### src/rtl/lc3_bus_driver.sv
// Registered priority bus driver: lowest enabled source drives bus one cycle later, value held while idle; no backpressure.
// Optional contention detect/sticky/saturating counter under `LC3_BUS_CONTENTION_CHECK_EN (default: disabled, tied to 0).
module lc3_bus_driver #(
  parameter int WIDTH    = 16,
  parameter int NSRC     = 4,
  parameter int ERRCNT_W = 8,
  localparam int OW      = (NSRC > 1) ? $clog2(NSRC) : 1
) (
  input  logic                  clk,
  input  logic                  reset,
  input  logic [NSRC*WIDTH-1:0] src_data,
  input  logic [NSRC-1:0]       src_ena,
  input  logic                  clr_err,
  output logic [WIDTH-1:0]      bus,
  output logic                  bus_valid,
  output logic [OW-1:0]         bus_owner,
  output logic                  bus_idle,
  output logic                  contention,
  output logic                  err_sticky,
  output logic [ERRCNT_W-1:0]   err_count
);

  logic [OW-1:0]    sel;
  logic [WIDTH-1:0] sel_data;
  logic             any_ena;

  // Descending scan so the lowest enabled index is the last to write.
  always_comb begin
    sel      = '0;
    sel_data = '0;
    any_ena  = 1'b0;
    for (int i = NSRC - 1; i >= 0; i--) begin
      if (src_ena[i]) begin
        sel      = OW'(i);
        sel_data = src_data[i*WIDTH +: WIDTH];
        any_ena  = 1'b1;
      end
    end
  end

  always_ff @(posedge clk) begin
    if (reset) begin
      bus       <= '0;
      bus_owner <= '0;
      bus_valid <= 1'b0;
      bus_idle  <= 1'b1;
    end else begin
      if (any_ena) begin
        bus       <= sel_data;
        bus_owner <= sel;
      end
      bus_valid <= any_ena;
      bus_idle  <= !any_ena;
    end
  end

`ifdef LC3_BUS_CONTENTION_CHECK_EN
  logic multi_ena;

  // Clearing the lowest set bit leaves something only if two or more bits were set.
  assign multi_ena = |(src_ena & (src_ena - NSRC'(1)));

  always_ff @(posedge clk) begin
    if (reset) begin
      contention <= 1'b0;
      err_sticky <= 1'b0;
      err_count  <= '0;
    end else begin
      contention <= multi_ena;
      if (multi_ena) begin
        err_sticky <= 1'b1;
        if (clr_err)
          err_count <= ERRCNT_W'(1);
        else if (err_count != {ERRCNT_W{1'b1}})
          err_count <= err_count + ERRCNT_W'(1);
      end else if (clr_err) begin
        err_sticky <= 1'b0;
        err_count  <= '0;
      end
    end
  end
`else
  logic unused_clr_err;

  assign unused_clr_err = clr_err;
  assign contention     = 1'b0;
  assign err_sticky     = 1'b0;
  assign err_count      = '0;
`endif

endmodule

### config.mk
export PLATFORM = sky130hd
export DESIGN_NAME = lc3_bus_driver
export DESIGN_NICKNAME = d
export VERILOG_FILES = /design/src/rtl/lc3_bus_driver.sv
export SDC_FILE = /design/constraint.sdc
export NUM_CORES = 1
export LEC_CHECK = 0
export ABC_CLOCK_PERIOD_IN_PS = 2350
export CAP_MARGIN = 20
export CORE_MARGIN = 3
export CORE_UTILIZATION = 37
export CTS_CLUSTER_DIAMETER = 30
export CTS_CLUSTER_SIZE = 30
export DETAILED_ROUTE_END_ITERATION = 10
export PLACE_DENSITY = 0.9
export SYNTH_ARGS = -nofsm -noshare
export SYNTH_HDL_FRONTEND = slang
export SYNTH_SLANG_ARGS = --single-unit
### constraint.sdc
create_clock -name clk -period 2.35 [get_ports clk]
set_clock_uncertainty 0.2 [all_clocks]
set_input_delay 0.235 -clock clk [delete_from_list [all_inputs] [get_ports clk]]
set_output_delay 0.235 -clock clk [all_outputs]
set_load 0.01 [all_outputs]
==> results of run 1 <==
flip-flops by register name (all words and copies together), names as in the netlist:
name       flops
bus_valid      1
bus_owner      2
bus           16
bus_idle       1
stage by stage:
| step | cell area [sq um] | power (mW) | instances | utilization (%) |
|---|---|---|---|---|
| floorplan | 1380 | 0.532 | 144 | - |
| global placement | 2200 | 0.697 | 262 | 64.5 |
| detailed placement | 2200 | 0.701 | 262 | 64.5 |
| CTS | 2240 | 0.902 | 266 | 65.6 |
| global route | 2240 | 0.940 | 266 | 65.6 |
| finish | 2240 | 0.888 | 266 | 65.6 |
final timing paths:
check / from / slack (ps) / to / cells after the start
hold reg to reg: bus[0] / 280 / bus[0] / 1
setup reg to reg: bus_owner[0] / 1410 / bus_owner[0] / 3
setup / recovery: src_ena[1] / 440 / bus[13] / 5
hold / removal: bus[0] / 280 / bus[0] / 1
worst register-to-register path, cell delays in order, from the launching register on:
cell and delay (ps):
sky130_fd_sc_hd__dfxtp_1 330, sky130_fd_sc_hd__o21ba_1 180, sky130_fd_sc_hd__nor2_1 90, sky130_fd_sc_hd__nor3_1 50
cells in the mapped netlist (all sizes together):
master | n | area share (%)
a32o | 16 | 12
a211o | 16 | 10
nor3 | 2 | 0.74
nor4 | 2 | 2.0
conb | 1 | 0.28
o21ba | 1 | 0.74
a21o | 16 | 8.9
nand2b | 16 | 7.4
nor3b | 1 | 1.4
and3b | 16 | 11
inv | 1 | 0.28
nor2 | 2 | 0.74
clkbuf | 4 | 1.1
buf | 20 | 13
and2b | 1 | 0.56
dfxtp | 20 | 30
power by group:
group          switching, mW  internal, mW  total (mW)  leakage (nW)
registers             0.0125         0.365       0.378         0.167
clock network          0.102        0.0945       0.196        0.0210
logic                  0.104         0.210       0.314         0.803
metal layers:
metal	global-route usage, %	vias to the layer above	share of wire [%]
li1	-	665	-
met1	21.9	602	43
met2	29.9	51	49
met3	5.44	6	6.9
met4	3.05	0	1.3
met5	0	-	0
cell type report:
| class | count | share of cell area, % |
|---|---|---|
| inverter | 1 | 0.168 |
| tap | 46 | 2.57 |
| timing repair buffer | 96 | 42.7 |
| sequential | 20 | 17.9 |
| multi-input combinational | 99 | 35.1 |
| clock buffer | 4 | 1.62 |
kinds of logic after synthesis:
group                  Yosys count
AO/OA/AOI/OAI                   49
AND/OR/NAND/NOR                 40
buffers and inverters           25
flip-flops                      20
other                            1
==> tab_implementation.tex, run 1 <==
\begin{tabular}{lr}
\hline
Metric & Value \\
\hline
\multicolumn{2}{l}{\textbf{Power}} \\
Power density over the cells & 396 nW/um\^{}2 \\
Leakage dissipation & 0.990 nW \\
IR drop worst, VDD & 0.392 mV \\
\multicolumn{2}{l}{\textbf{Yosys}} \\
Number of instances in the synthesized netlist & 135 \\
Mean area per synthesized cell & between 10 and 15 sq um \\
Simple logic cell fraction of the synthesized area & 23.6\% \\
Cell area after synthesis & 1350 sq um \\
Yosys reg bits & 20 \\
Dominant combinational cell family by area after synthesis & compound AO/OA/AOI/OAI gates \\
XOR/XNOR Fraction of Synth Area & 0\% \\
Number of unique standard cell types used by synthesis & 21 \\
Share of cell area taken by muxes after synthesis & 0\% \\
Total number of yosys warnings & 0 \\
Compound-gate portion of the synthesized area & a little under a third \\
Adder and majority cell fraction of the synthesized area & 0\% \\
Fraction of the yosys area taken by sequential cells & 29.7\% \\
\multicolumn{2}{l}{\textbf{Setup path}} \\
Startpoint type of the worst setup path & primary input \\
Worst path slowest cell & sky130\_fd\_sc\_hd\_\_nor3b\_4 \\
Buffers plus inverters on the worst setup path & 2 \\
Critical path class & primary input to register \\
Largest stage delay on the critical path & between 600 and 700 ps \\
Arrival time worst endpoint & 1960 ps \\
Cells along the critical path & clkdlybuf4s50\_1 > buf\_12 > nor3b\_4 > a211o\_1 > a32o\_1 \\
Crit end category & register \\
Worst path required time & 2400 ps \\
CP delay by family, top & simple AND/OR/NAND/NOR gates \\
Critical path fanouts, max & 36 \\
\multicolumn{2}{l}{\textbf{CTS}} \\
\# hold bufs at CTS & 0 \\
Root Driver & sky130\_fd\_sc\_hd\_\_clkbuf\_4 \\
Setup Fix Bufs, Post-CTS & 0 \\
H-tree depth & 1 \\
Insertion delay to the later sink of the worst-skew pair & 290 ps \\
Maximum clock path buffer count & 2 \\
TritonCTS clock tree & built \\
Clock edge transition at the registers on the reported setup and hold paths & $\sim$110 ps \\
Clock net sink count & 20 \\
Clock buffers created by TritonCTS & 3 \\
Number of gates given a new drive strength after cts & 0 \\
\multicolumn{2}{l}{\textbf{Floorplan}} \\
Overall die area & 4410 sq um \\
Chip height & between 60 and 70 um \\
Horizontal die dimension & 66.4 um \\
Number of top-level pins & 101 \\
Placeable core area & 3420 sq um \\
Row count & 21 \\
Starting density of the core & 39.5\% \\
\multicolumn{2}{l}{\textbf{STA}} \\
Worst-case headroom to the max-slew limit & 48.7\% \\
Final count of negative-setup-slack endpoints & 0 \\
Endpoints failing hold & 0 \\
Fin. max-slew vios & 0 \\
Worst setup margin & 436 ps \\
Summed negative setup slack over all endpoints & 0 ps \\
Slew at the pin with the worst max-slew slack & 769 ps \\
Time the final worst path needs with I/O delays and setup & $\sim$1900 ps \\
Post-route worst hold slack & approximately 280 ps \\
Maximum frequency from static timing analysis & 0.522 GHz \\
Final period util & 81.5\% \\
RSZ-0062 raised after global routing & no \\
\multicolumn{2}{l}{\textbf{Drt}} \\
Via count & between 1000 and 1500 \\
1st-pass router iterations & 4 \\
Post-detailed-route DRC marker count & 0 \\
Per-cell routed wire length & 14.5 um \\
Drt first-iter violations & 32 \\
Final wirelength & approximately 3.9 mm \\
Average vias per placed instance & 4.98 \\
Residual antenna-violating net count after detailed routing & 0 \\
\multicolumn{2}{l}{\textbf{Layout}} \\
Fraction of final layout cells sized beyond drive strength 1 & 8.18\% \\
Most common cell after layout, fill and taps aside & sky130\_fd\_sc\_hd\_\_clkdlybuf4s50\_1 \\
Area grow syn2layout & 66.0\% \\
Layout net count & 292 \\
Number of fill cells & 291 \\
Diode insertion count for antenna repair & 0 \\
Area of the multi-input gates & around 790 sq um \\
Commonest cells after routing, fill and taps aside & sky130\_fd\_sc\_hd\_\_clkdlybuf4s50\_1 (89), sky130\_fd\_sc\_hd\_\_dfxtp\_1 (20) \\
Total area of sequential cells & 400 sq um \\
\multicolumn{2}{l}{\textbf{Global route}} \\
Overflow left after global routing & 0 \\
First-pass GRT wire length & between 6 and 7 mm \\
Overall track demand over capacity in global routing & between 15 and 20\% \\
Largest net degree at the start of global routing & 37 \\
Number of antenna violations at the first check in global routing & 0 \\
Vias in the first global route & 1300 \\
\multicolumn{2}{l}{\textbf{Flow run}} \\
MaxCap Viol Count & 0 \\
\multicolumn{2}{l}{\textbf{Placement}} \\
Placed wire-length estimate after detailed placement & 2.94 mm \\
IO buf count & 89 \\
Setup WS pre-CTS & $\sim$110 ps \\
Final GP Congestion & 0.676 \\
\multicolumn{2}{l}{\textbf{Worst hold path}} \\
Worst hold path class & register to register \\
\multicolumn{2}{l}{\textbf{Status}} \\
Run status & completed \\
\hline
\end{tabular}
Power figures use the tool's default switching activity.
==> run 2: changes to the inputs <==
==> config.mk (replaced) <==
export PLATFORM = sky130hd
export DESIGN_NAME = lc3_bus_driver
export DESIGN_NICKNAME = d
export VERILOG_FILES = /design/src/rtl/lc3_bus_driver.sv
export SDC_FILE = /design/constraint.sdc
export NUM_CORES = 1
export LEC_CHECK = 0
export ABC_CLOCK_PERIOD_IN_PS = 1780
export CAP_MARGIN = 20
export CORE_MARGIN = 3
export CORE_UTILIZATION = 34
export CTS_CLUSTER_DIAMETER = 30
export CTS_CLUSTER_SIZE = 30
export DETAILED_ROUTE_END_ITERATION = 10
export PLACE_DENSITY = 0.84
export SYNTH_ARGS = -nofsm -noshare
export SYNTH_HDL_FRONTEND = slang
export SYNTH_SLANG_ARGS = --single-unit
==> constraint.sdc (replaced) <==
create_clock -name clk -period 1.78 [get_ports clk]
set_clock_uncertainty 0.2 [all_clocks]
set_input_delay 0.178 -clock clk [delete_from_list [all_inputs] [get_ports clk]]
set_output_delay 0.178 -clock clk [all_outputs]
set_load 0.01 [all_outputs]
==> run 2 against run 1 <==
Net effect: design area rose by 2.5%; combinational power rose by 33%; critical path depth did not move; worst hold slack got worse by 3.2 ps; sequential cell count did not move; sequential power rose by 32%; global-route usage fell by 1.3 points; non-clock buffer count rose by 3; cell count rose by 1.9%; total power rose by 54%; sequential share of layout area fell by 0.43 points; register-to-register slack got worse by 560 ps; highest routed layer unchanged.
==> tab_implementation.tex, run 2 (synthesis gave the netlist of run 1 again) <==
\begin{tabular}{lr}
\hline
Metric & Value \\
\hline
\multicolumn{2}{l}{\textbf{Status}} \\
Run status & completed \\
\multicolumn{2}{l}{\textbf{Setup path}} \\
Cells along the critical path & clkdlybuf4s50\_1 > buf\_4 > and3b\_2 > a211o\_1 > a32o\_1 \\
Crit end category & register \\
Reg2Reg Setup Slack & 850 ps \\
CP delay by family, top & buffers and inverters \\
Critical path fanouts, max & 18 \\
Worst path required time & 1740 ps \\
Worst path slowest cell & sky130\_fd\_sc\_hd\_\_clkdlybuf4s50\_1 \\
Startpoint type of the worst setup path & primary input \\
Arrival time worst endpoint & 1650 ps \\
R2r worst-path depth & 3 \\
Largest stage delay on the critical path & 520 ps \\
Buffers plus inverters on the worst setup path & 2 \\
Critical path class & primary input to register \\
Reg2Reg Capture Point & bus\_owner[0] \\
Critical R2R Launch & bus\_owner[0] \\
\multicolumn{2}{l}{\textbf{Worst hold path}} \\
Worst hold path class & register to register \\
Hold path startpoint & bus[12] \\
Number of stages on the worst hold path & 1 \\
End point of the most critical hold path & bus[12] \\
\multicolumn{2}{l}{\textbf{STA}} \\
Fin. max-slew vios & 0 \\
RSZ-0062 raised after global routing & no \\
Summed negative setup slack over all endpoints & 0 ps \\
Time the final worst path needs with I/O delays and setup & 1700 ps \\
Maximum frequency from static timing analysis & 0.589 GHz \\
Final period util & 95.4\% \\
Worst setup margin & 82.6 ps \\
Final count of negative-setup-slack endpoints & 0 \\
Endpoints failing hold & 0 \\
\multicolumn{2}{l}{\textbf{Floorplan}} \\
Overall die area & 4760 sq um \\
Horizontal die dimension & 69.0 um \\
Starting density of the core & 36.1\% \\
Chip height & between 60 and 70 um \\
Placeable core area & $\sim$3700 sq um \\
Number of top-level pins & 101 \\
Row count & 22 \\
\multicolumn{2}{l}{\textbf{Placement}} \\
Setup WS pre-CTS & -323 ps \\
Placed cell area & 2200 sq um \\
Final GP Congestion & 0.703 \\
IO buf count & 89 \\
Placed wire-length estimate after detailed placement & approximately 3.0 mm \\
\multicolumn{2}{l}{\textbf{Layout}} \\
Register with the highest flop count & bus \\
Fraction of final layout cells sized beyond drive strength 1 & 9.42\% \\
Diode insertion count for antenna repair & 0 \\
Regs by FF count & bus x16, bus\_owner x2 \\
Number of fill cells & 358 \\
Layout Cell Area excl Fill & 2300 sq um \\
Area grow syn2layout & 70.1\% \\
Core Util, Final & between 60\% and 70\% \\
Commonest cells after routing, fill and taps aside & sky130\_fd\_sc\_hd\_\_clkdlybuf4s50\_1 (88), sky130\_fd\_sc\_hd\_\_dfxtp\_1 (20) \\
Layout net count & about 300 \\
Most common cell after layout, fill and taps aside & sky130\_fd\_sc\_hd\_\_clkdlybuf4s50\_1 \\
Max reg flops & 16 \\
\multicolumn{2}{l}{\textbf{Drt}} \\
Final wirelength & 4.02 mm \\
Detailed-routing wirelength on met1 & 1.66 mm \\
Post-detailed-route DRC marker count & 0 \\
Drt first-iter violations & 69 \\
Via count & 1342 \\
Met3 wirelength from detailed routing & 277 um \\
1st-pass router iterations & 5 \\
Average vias per placed instance & 4.95 \\
Met2 layer wire length in the routed design & a little over 2 mm \\
Per-cell routed wire length & 14.8 um \\
Max Used Layer & met4 \\
Residual antenna-violating net count after detailed routing & 0 \\
\multicolumn{2}{l}{\textbf{Global route}} \\
First-pass GRT wire length & 6.41 mm \\
Vias in the first global route & 1346 \\
Overall track demand over capacity in global routing & between 15 and 20\% \\
Number of antenna violations at the first check in global routing & 0 \\
Overflow left after global routing & 0 \\
Largest net degree at the start of global routing & 35 \\
\multicolumn{2}{l}{\textbf{Power}} \\
Power density over the cells & 597 nW/um\^{}2 \\
Total Power & 1.37 mW \\
IR drop worst, VDD & between 0.5 and 0.6 mV \\
Leakage dissipation & 1.02 nW \\
\multicolumn{2}{l}{\textbf{Flow run}} \\
MaxCap Viol Count & 0 \\
\multicolumn{2}{l}{\textbf{CTS}} \\
H-tree depth & 1 \\
TritonCTS clock tree & built \\
Insertion delay to the later sink of the worst-skew pair & 250 ps \\
\# hold bufs at CTS & 0 \\
Clock edge transition at the registers on the reported setup and hold paths & 80 ps \\
Clock net sink count & 20 \\
Root Driver & sky130\_fd\_sc\_hd\_\_clkbuf\_8 \\
Maximum clock path buffer count & 2 \\
Clock buffers created by TritonCTS & 3 \\
\hline
\end{tabular}
run 2: cell type report:
type | count | area (sq um) | area share, %
flip-flops and latches | 20 | 400 | 17.4
clock buffers | 3 | 41.3 | 1.80
repair buffers | 99 | 968 | 42.2
multi-input cells | 99 | 792 | 34.5
inverters | 1 | 3.75 | 0.163
well taps | 48 | 60.1 | 2.62
clock inverters | 1 | 30.0 | 1.31
run 2: metal layers:
metal / vias to the layer above / global-route usage (%)
met3: 2 / 5.98
met2: 48 / 28.9
met5: - / 0
met4: 0 / 1.95
li1: 670 / -
met1: 622 / 19.1
run 2: worst max-delay path by stage:
stage / startpoint / to / cells past startpoint
after floorplan: src_ena[1] / bus[2] / 5
after global placement: src_ena[1] / bus[10] / 5
after detailed placement: src_ena[1] / bus[9] / 5
after CTS: src_ena[2] / bus_idle / 5
after global routing: src_ena[2] / bus[5] / 5
final: src_ena[2] / bus[15] / 5
run 2: where the power goes:
group          internal (mW)  total, mW  switching (mW)  leakage [nW]
clock                  0.300      0.452           0.152        0.0357
combinational          0.278      0.419           0.141         0.817
sequential             0.482      0.500          0.0175         0.167
run 2: repair_timing:
item,in CTS,in global routing
setup endpoints to repair,16,4
hold endpoints to repair,0,0
buffers inserted,2,0
gates resized for setup,2,1
run 2: per-stage QoR:
stage,cells,hold slack (ps)
after CTS,271,279
after detailed placement,265,257
final,271,275
after global routing,271,297
after global placement,265,247
after floorplan,144,54.8
